### src/rtl/morse_units_to_signal_pkg.sv
// Shared element codes, unit counts and FSM types for the Morse keyer.
package morse_units_to_signal_pkg;

  typedef enum logic [1:0] {
    SYM_DOT  = 2'd0,
    SYM_DASH = 2'd1,
    SYM_LGAP = 2'd2,
    SYM_WGAP = 2'd3
  } sym_e;

  localparam logic [2:0] UNITS_DOT    = 3'd1;
  localparam logic [2:0] UNITS_DASH   = 3'd3;
  localparam logic [2:0] UNITS_ESPACE = 3'd1;
  localparam logic [2:0] UNITS_LGAP   = 3'd2;
  localparam logic [2:0] UNITS_WGAP   = 3'd6;

  typedef enum logic [1:0] {
    ST_IDLE  = 2'd0,
    ST_MARK  = 2'd1,
    ST_SPACE = 2'd2
  } state_e;

  typedef struct packed {
    logic [2:0] mark;
    logic [2:0] space;
  } units_t;

  // Gaps carry no trailing element space; the preceding element supplies it.
  function automatic units_t sym_units(input logic [1:0] code);
    units_t u;
    case (code)
      SYM_DOT:  u = '{mark: UNITS_DOT,  space: UNITS_ESPACE};
      SYM_DASH: u = '{mark: UNITS_DASH, space: UNITS_ESPACE};
      SYM_LGAP: u = '{mark: 3'd0,       space: UNITS_LGAP};
      default:  u = '{mark: 3'd0,       space: UNITS_WGAP};
    endcase
    return u;
  endfunction

endpackage

### src/rtl/morse_units_to_signal_bcd_unit_timer.sv
// BCD pulse counter that emits a one-cycle unit_tick every ppu enabled ce pulses.
module bcd_unit_timer #(
  parameter int DIGITS = 6
) (
  input  logic                  clk,
  input  logic                  clr,
  input  logic                  ce,
  input  logic                  en,
  input  logic                  sclr,
  input  logic [DIGITS*4-1:0]   ppu,
  output logic                  unit_tick
);

  logic [DIGITS*4-1:0] cnt_q;
  logic [DIGITS*4-1:0] cnt_inc;

  always_comb begin : bcd_inc
    logic       carry;
    logic [3:0] d;
    carry   = 1'b1;
    cnt_inc = '0;
    for (int i = 0; i < DIGITS; i++) begin
      d = cnt_q[i*4 +: 4];
      if (carry) begin
        if (d == 4'd9) begin
          cnt_inc[i*4 +: 4] = 4'd0;
        end else begin
          cnt_inc[i*4 +: 4] = d + 4'd1;
          carry             = 1'b0;
        end
      end else begin
        cnt_inc[i*4 +: 4] = d;
      end
    end
  end

  // Comparing the incremented count against ppu is the same as cnt == ppu-1.
  assign unit_tick = en & ce & (cnt_inc == ppu);

  always_ff @(posedge clk or posedge clr) begin
    if (clr)            cnt_q <= '0;
    else if (sclr)      cnt_q <= '0;
    else if (en && ce)  cnt_q <= unit_tick ? '0 : cnt_inc;
  end

endmodule

### src/rtl/morse_units_to_signal.sv
// Morse keyer: one element per handshake, keyed output timed in ppu-pulse units.
module morse_units_to_signal
  import morse_units_to_signal_pkg::*;
#(
  parameter int UNIT_BCD_W = 6
) (
  input  logic                    clk,
  input  logic                    clr,
  input  logic                    ce,
  input  logic [UNIT_BCD_W*4-1:0] pulses_per_unit,
  input  logic                    sym_valid,
  input  logic [1:0]              sym_code,
  output logic                    sym_ready,
  output logic                    signal,
  output logic                    busy
);

  localparam int PW = UNIT_BCD_W * 4;

  state_e          state_q, state_d;
  logic            signal_d;
  logic [PW-1:0]   ppu_q, ppu_clean;
  units_t          tgt_q, req_units;
  logic [2:0]      unit_q, unit_d, unit_inc;
  logic            take, unit_tick;

  assign sym_ready = (state_q == ST_IDLE);
  assign busy      = ~sym_ready;
  assign take      = sym_valid & sym_ready;
  assign req_units = sym_units(sym_code);
  assign unit_inc  = unit_q + 3'd1;

  // Zero or non-decimal unit lengths fall back to a single pulse per unit.
  always_comb begin : sanitize
    logic bad;
    bad = (pulses_per_unit == '0);
    for (int i = 0; i < UNIT_BCD_W; i++)
      if (pulses_per_unit[i*4 +: 4] > 4'd9) bad = 1'b1;
    ppu_clean = bad ? PW'(1) : pulses_per_unit;
  end

  always_comb begin
    state_d  = state_q;
    signal_d = signal;
    unit_d   = unit_q;
    case (state_q)
      ST_IDLE: begin
        if (take) begin
          unit_d = 3'd0;
          if (req_units.mark != 3'd0) begin
            state_d  = ST_MARK;
            signal_d = 1'b1;
          end else begin
            state_d  = ST_SPACE;
          end
        end
      end
      ST_MARK: begin
        if (unit_tick) begin
          if (unit_inc == tgt_q.mark) begin
            state_d  = ST_SPACE;
            signal_d = 1'b0;
            unit_d   = 3'd0;
          end else begin
            unit_d   = unit_inc;
          end
        end
      end
      ST_SPACE: begin
        if (unit_tick) begin
          if (unit_inc == tgt_q.space) begin
            state_d = ST_IDLE;
            unit_d  = 3'd0;
          end else begin
            unit_d  = unit_inc;
          end
        end
      end
      default: begin
        state_d  = ST_IDLE;
        signal_d = 1'b0;
        unit_d   = 3'd0;
      end
    endcase
  end

  always_ff @(posedge clk or posedge clr) begin
    if (clr) begin
      state_q <= ST_IDLE;
      signal  <= 1'b0;
      unit_q  <= 3'd0;
      ppu_q   <= '0;
      tgt_q   <= '0;
    end else begin
      state_q <= state_d;
      signal  <= signal_d;
      unit_q  <= unit_d;
      if (take) begin
        ppu_q <= ppu_clean;
        tgt_q <= req_units;
      end
    end
  end

  bcd_unit_timer #(.DIGITS(UNIT_BCD_W)) u_timer (
    .clk       (clk),
    .clr       (clr),
    .ce        (ce),
    .en        (state_q != ST_IDLE),
    .sclr      (take),
    .ppu       (ppu_q),
    .unit_tick (unit_tick)
  );

endmodule
### config.mk
export PLATFORM = sky130hd
export DESIGN_NAME = morse_units_to_signal
export DESIGN_NICKNAME = d
export VERILOG_FILES = /design/src/rtl/morse_units_to_signal_pkg.sv /design/src/rtl/morse_units_to_signal_bcd_unit_timer.sv /design/src/rtl/morse_units_to_signal.sv
export SDC_FILE = /design/constraint.sdc
export NUM_CORES = 1
export LEC_CHECK = 0
export BUFFER_PORTS_ARGS = -buffer_cell sky130_fd_sc_hd__buf_2
export CAP_MARGIN = 20
export CORE_MARGIN = 2
export CORE_UTILIZATION = 35
export CTS_BUF_LIST = sky130_fd_sc_hd__clkbuf_16
export DETAILED_ROUTE_END_ITERATION = 10
export GPL_TIMING_DRIVEN = 0
export MAX_ROUTING_LAYER = met4
export PLACE_DENSITY = 0.63
export SYNTH_ARGS = -nofsm -noshare
export SYNTH_HDL_FRONTEND = slang
export SYNTH_SLANG_ARGS = --single-unit
### constraint.sdc
create_clock -name clk -period 3.49 [get_ports clk]
set_clock_uncertainty 0.15 [all_clocks]
set_input_delay 0.349 -clock clk [delete_from_list [all_inputs] [get_ports clk]]
set_output_delay 0.349 -clock clk [all_outputs]
set_load 0.05 [all_outputs]
[Word-level counts from Yosys, hierarchy flattened]
Index checks and enable logic that the tools add are counted.
Storage, ports and cells
  output and inout bits: 3
  flip-flop bits (word level): 60
  bits of input ports: 30
  logic and storage cells: 103
Cells by class
  $lt $le $gt $ge: 6
  muxes and demuxes: 49
  equal/unequal tests: 19
  bitwise logic cells: 5
  $add $sub $neg: 7
  reductions and logical operators: 10
Operator list (number)
  $mux W24: 4
  $mux W4: 11
  $add A4 B1 Y4 const B: 6
  $eq A24 B24 Y1: 1
  $eq A4 B4 Y1 const B: 6
  $gt A4 B4 Y1 const B: 6
  $logic_not A24 Y1: 1
  $mux W1: 19
  $mux W3: 5
  $pmux W5 S3: 1
  $mux W2: 6
  $reduce_and A5 Y1: 2
  $pmux W3 S3: 1
  $ne A2 B1 Y1 const B: 4
  $eq A3 B3 Y1: 2
  $pmux W2 S3: 1
  $eq A2 B1 Y1 const B: 2
  $eq A2 B2 Y1 const B: 2
  $logic_not A2 Y1: 2
  $ne A2 B2 Y1 const B: 2
  $reduce_bool A2 Y1: 2
  $add A3 B1 Y3 const B: 1
  $and A1 B1 Y1: 3
  $pmux W1 S3: 1
  4 further kinds: 5

[Logic depth before layout (Yosys ltp)]
  depth after elaboration: 12
  mapped depth: 13
  depth with buffers taken out: 10

[By module]
From an unflattened synthesis, not the netlist that was laid out.
Unflattened totals
  cells, all modules: 512
  area total of the unflattened synthesis: 4294.1 sq um
By module, submodules not included
  bcd_unit_timer: area an instance 2595.0 sq um, sequential area each 600.6 sq um, cells each 326, instances 1
  morse_units_to_signal: area an instance 1699.1 sq um, sequential area each 850.8 sq um, cells each 186, instances 1

[Worst setup path after synthesis]
OpenSTA, ideal clock, no wires.
  kind: reg2reg
  start point: reg state_q[0]
  end point: reg unit_q[0]
  library setup time: 0.128 ns
  path slack: 0.151 ns
  required time: 3.212 ns
  cell stages (with the launch flop): 12
  arrival: 3.062 ns
  period minus slack after synthesis: 3.339 ns
  path buffers: 1
  cell sequence: dfrtp_1 inv_1 ha_1 clkbuf_1 inv_1 nand2_1 nor3_1 nand4_1 nor4_1 nand4_1 o31ai_2 mux2_1
On the way
  elaborated cells on any way between the ends: 12
  those cells by class: eq/ne: 5; mux: 1; bitwise: 3; reduce/logical: 3
RTL lines
  start: declaration: RTL line morse_units_to_signal.sv:20  | state_e state_q, state_d;
  start signal: assignment: RTL line morse_units_to_signal.sv:95  | state_q <= state_d;
  $logic_not A2 Y1 (*): RTL line morse_units_to_signal.sv:27  | assign sym_ready = (state_q == ST_IDLE);
  via sym_ready: RTL line morse_units_to_signal.sv:13  | output logic sym_ready,
  $and A1 B1 Y1: RTL line morse_units_to_signal.sv:29  | assign take = sym_valid & sym_ready;
  $ne A2 B1 Y1 (no line)
  $reduce_and A3 Y1 (no line)
  end signal: assignment: RTL line morse_units_to_signal.sv:97  | unit_q <= unit_d;
  end: declaration: RTL line morse_units_to_signal.sv:24  | logic [2:0] unit_q, unit_d, unit_inc;
Mark *: on every way through the listed nets, which the timed path passes. The rest lies on a longest branch.
A chain may end at the register's enable or synchronous reset.

[Final worst setup path]
  start point: reg u_timer.cnt_q[13]
  end point: reg u_timer.cnt_q[18]
On the way
  word-level cells in the longest chain between the ends: 10
  elaborated cells on any way between the ends: 14
  those cells by class: add/sub: 1; eq/ne: 2; mux: 10; bitwise: 1
Ends and longest elaborated chain
  start: declaration: RTL line morse_units_to_signal_bcd_unit_timer.sv:14  | logic [DIGITS*4-1:0] cnt_q;
  start signal: assignment: RTL line morse_units_to_signal_bcd_unit_timer.sv:43  | else if (en && ce) cnt_q <= unit_tick ? '0 : cnt_inc;
  $eq A4 B4 Y1: RTL line morse_units_to_signal_bcd_unit_timer.sv:25  | if (d == 4'd9) begin
  $mux W1: RTL line morse_units_to_signal_bcd_unit_timer.sv:25
  $mux W1 (2 in a row): RTL line morse_units_to_signal_bcd_unit_timer.sv:24  | if (carry) begin
  $mux W4: RTL line morse_units_to_signal_bcd_unit_timer.sv:24
  $eq A24 B24 Y1: RTL line morse_units_to_signal_bcd_unit_timer.sv:38  | assign unit_tick = en & ce & (cnt_inc == ppu);
  $and A1 B1 Y1: RTL line morse_units_to_signal_bcd_unit_timer.sv:38
  $mux W24 (*) (2 in a row): RTL line morse_units_to_signal_bcd_unit_timer.sv:43
  $mux W24 (*): RTL line morse_units_to_signal_bcd_unit_timer.sv:42  | else if (sclr) cnt_q <= '0;
Mark *: on every way between the ends. The rest lies on a longest branch, timed or not. The select of a mux whose other input is x is not followed.

==> results.ini <==
[status]
status = finished clean

[power_and_ir_drop]
p_switching_mw = 1.868
p_clk_frac = 0.211
vdd_drop_max_mv = 0.4307
p_int_mw = 2.184
sw_frac_of_total = 0.4610
pwr-share-seq = 0.253
comb_power_share = 0.536
p_leak_nw = 2.280
powerDensity_mw_per_mm2 = 744.8

[yosys]
avgSynthCellArea_um2 = 8.871
synth_top_cell_by_area = dfrtp_1
yosys-top-cells-area = dfrtp_1 33%, a22o_1 5.1%, ha_1 3.9%, o21ai_0 3.6%, a21boi_0 3.0%
synthCells = 501
synthSimpleGateAreaFrac = 0.2452
synth_compound_area_frac = 0.2877
synth_xor_area_frac = 0.03491
synthFlopType = dfrtp_1
syn_nets = 545
ys_ff_latch = 58
ys_types = 77
muxShareOfSynthArea = 0.01661
synth_fa_ha_area_frac = 0.03941
ys_warn_count = 0
seq_area_frac_synth = 0.3266
synth_top_family_by_area = compound AO/OA/AOI/OAI gates
synth_top_area_share = 0.3266
syn_area_mm2 = 0.004444
synth_edf_count = 0
async_reset_ff_frac = 1.000

[global_routing]
grt_pass1_wl_um = 22160
grt_max_degree = 43
grt-ovfl-total = 0
antenna_found_initial = 0
grt_pass1_vias = 4127
track_usage = 0.2218

[sta]
layout_setup_ws_ns = 0.1172
timing.final.max_slew_violations = 0
maxSlewHeadroom = 0.4179
tightestPinTransition_ns = 0.8652
max_freq_ghz = 0.2965
hold_viol = 0
fin_crit_sh = 0.9664
whs_ns = 0.1051
period_minus_slack_ns = 3.373
setup_viol = 0

[worst_setup_path]
cp_cell_sequence = inv_1 > ha_1 > nand3b_1 > buf_4 > buf_4 > nor4_1 > o21ai_0 > o2111ai_1 > nor4_2 > nand4_4 > or2_1 > buf_2 > a31o_1
slowest_stage = dfrtp_1
crit_arrival_ns = 3.45
end_kind = flop
crit_required_ns = 3.57
critPathMaxStageDelay_ns = 0.43
startpoint = u_timer.cnt_q[13]$_DFFE_PP0P_
r2r_start = u_timer.cnt_q[13]$_DFFE_PP0P_
worstSetupPathType = flop to flop
start_kind = flop
path_max_fanout = 7
cp_common_cell = buf_4

[place]
port-buffer-count = 32
pre_cts_ws_ns = -0.3587
place_congestion = 0.9591
hpwlAfterDp_um = 10590
dpl_cell_area_mm2 = 0.004840
dp.cells = 706

[cts]
cts-root-buf = clkbuf_16
insertion_delay_ns = 0.34
cts_htree_levels = 3
cts_tree = yes
cts_buffer_depth = 2
path_clk_slew_ns = 0.05
numCtsBuffers = 9
cts_sinks = 58

[floorplan]
core-area_mm2 = 0.01252
pin_count = 33
die_h_um = 116.7
rows = 41
dieArea_mm2 = 0.01362
start_util = 0.3551
die_x_um = 116.7

[routing]
wl_um = 14200
viasPerCell = 5.919
wire_per_inst_um = 19.27
drc = 0
drtIter0Drc = 270
drt.antenna.violating_nets = 0
firstDrtPassIters = 5
vias = 4362

[layout]
layout-drive-gt1-share = 0.2159
fin_area_mm2 = 0.005441
n_antenna_cell = 0
num-fill-cells = 1258
nets = 604
area_delta_synth_final_pct = 22.44
stdcell_count = 737

[job]
drv_cap = 0

[min_path]
worstHoldStart = pulses_per_unit[12]
holdCritPathClass = input port to flop

## registers in the layout (all words and copies together) (netlist names)
signal,count
state_q,2
unit_q,3
u_timer.cnt_q,24
signal,1
ppu_q,24
tgt_q,4
## synth_stat cells, types with 8 or more instances
library cell	number
nor3_1	16
or3_1	8
clkbuf_1	14
and3_1	10
o21ai_0	32
inv_1	17
a21o_1	10
a21boi_0	18
xnor2_1	10
a21oi_1	21
nor2_1	14
nand2_1	36
o211ai_1	9
dfrtp_1	58
a22o_1	26
nor4_1	19
ha_1	14
a221o_1	10
buf_2	14
nand3_1	17
## worst paths after layout
kind                                            endpoint  slack [ns]  depth (start not counted)
setup / recovery           u_timer.cnt_q[18]$_DFFE_PP0P_        0.12                         13
max in group asynchronous  u_timer.cnt_q[18]$_DFFE_PP0P_        2.23                          4
hold reg to reg                    unit_q[1]$_DFFE_PP0P_        0.35                          1
min in group asynchronous   u_timer.cnt_q[0]$_DFFE_PP0P_        0.40                          3
hold / removal                     ppu_q[12]$_DFFE_PP0P_        0.11                          2
setup reg to reg           u_timer.cnt_q[18]$_DFFE_PP0P_        0.12                         13
## cells by family after synthesis
kind of cell | Yosys count
AND/OR/NAND/NOR | 181
AO/OA/AOI/OAI | 176
flip-flops | 58
buffers and inverters | 49
XOR/XNOR | 16
adder cells (fa/ha/maj) | 14
multiplexers | 7
## power by group through the flow
stage | Clock, mW | Sequential, mW | Combinational [mW]
2_1_floorplan | 0 | 0.972 | 1.33
3_3_place_gp | 0 | 1.01 | 1.85
3_5_place_dp | 0 | 1.02 | 1.88
4_1_cts | 0.874 | 1.01 | 1.98
5_1_grt | 0.905 | 1.05 | 2.35
6_report | 0.856 | 1.02 | 2.17
## metrics by stage
step | utilization | total power, mW | setup TNS (ns)
finish | 0.4347 | 4.053 | 0
global placement | 0.3850 | 2.861 | -4.895
CTS | 0.4160 | 3.868 | 0
detailed placement | 0.3866 | 2.897 | -5.039
global route | 0.4347 | 4.304 | -0.03391
floorplan | - | 2.306 | 0
## area by class of cell
class	instances	area (um2)	area share
multi-input cells	394	2938	0.5399
flip-flops and latches	58	1455	0.2674
repair buffers	48	295.3	0.05427
clock buffers	9	225.2	0.04139
well taps	172	215.2	0.03955
plain buffers	32	186.4	0.03426
inverters	17	63.81	0.01173
clock inverters	7	62.56	0.01150
## what timing repair did
action | 4_1_cts | 5_1_grt
endpoints found under the hold margin | 16 | 0
gates resized for setup | 6 | 42
setup endpoints to repair | 27 | 30
pin swaps | 4 | 9
buffers inserted | 5 | 9
hold buffers | 1 | 0
## worst max-delay path, delay by kind of cell (launching register included)
family,cells,cell delay (ns)
buffers and inverters,4,0.60
flip-flops,1,0.43
adder cells (fa/ha/maj),1,0.24
AO/OA/AOI/OAI,3,0.77
AND/OR/NAND/NOR,5,1.06
## cells in the final DEF (no fill, tap or decap), drive strengths merged, types with 17 or more instances in the layout
cell,count
nand3,17
buf,62
nor4,21
o21ai,36
a22o,26
dfrtp,58
a21boi,19
nand2,37
nor3,17
a21oi,21
inv,19
clkbuf,26
## metal layers
layer / wire length (um) / global-route usage / up-vias / part of all wire
li1: - / - / 2071 / -
met1: 6557 / 0.2954 / 2104 / 0.46
met2: 6512 / 0.3407 / 159 / 0.46
met3: 806 / 0.03684 / 28 / 0.057
met4: 328 / 0.08078 / 0 / 0.023
met5: 0 / - / - / 0
(Power assumes the default switching activity.)
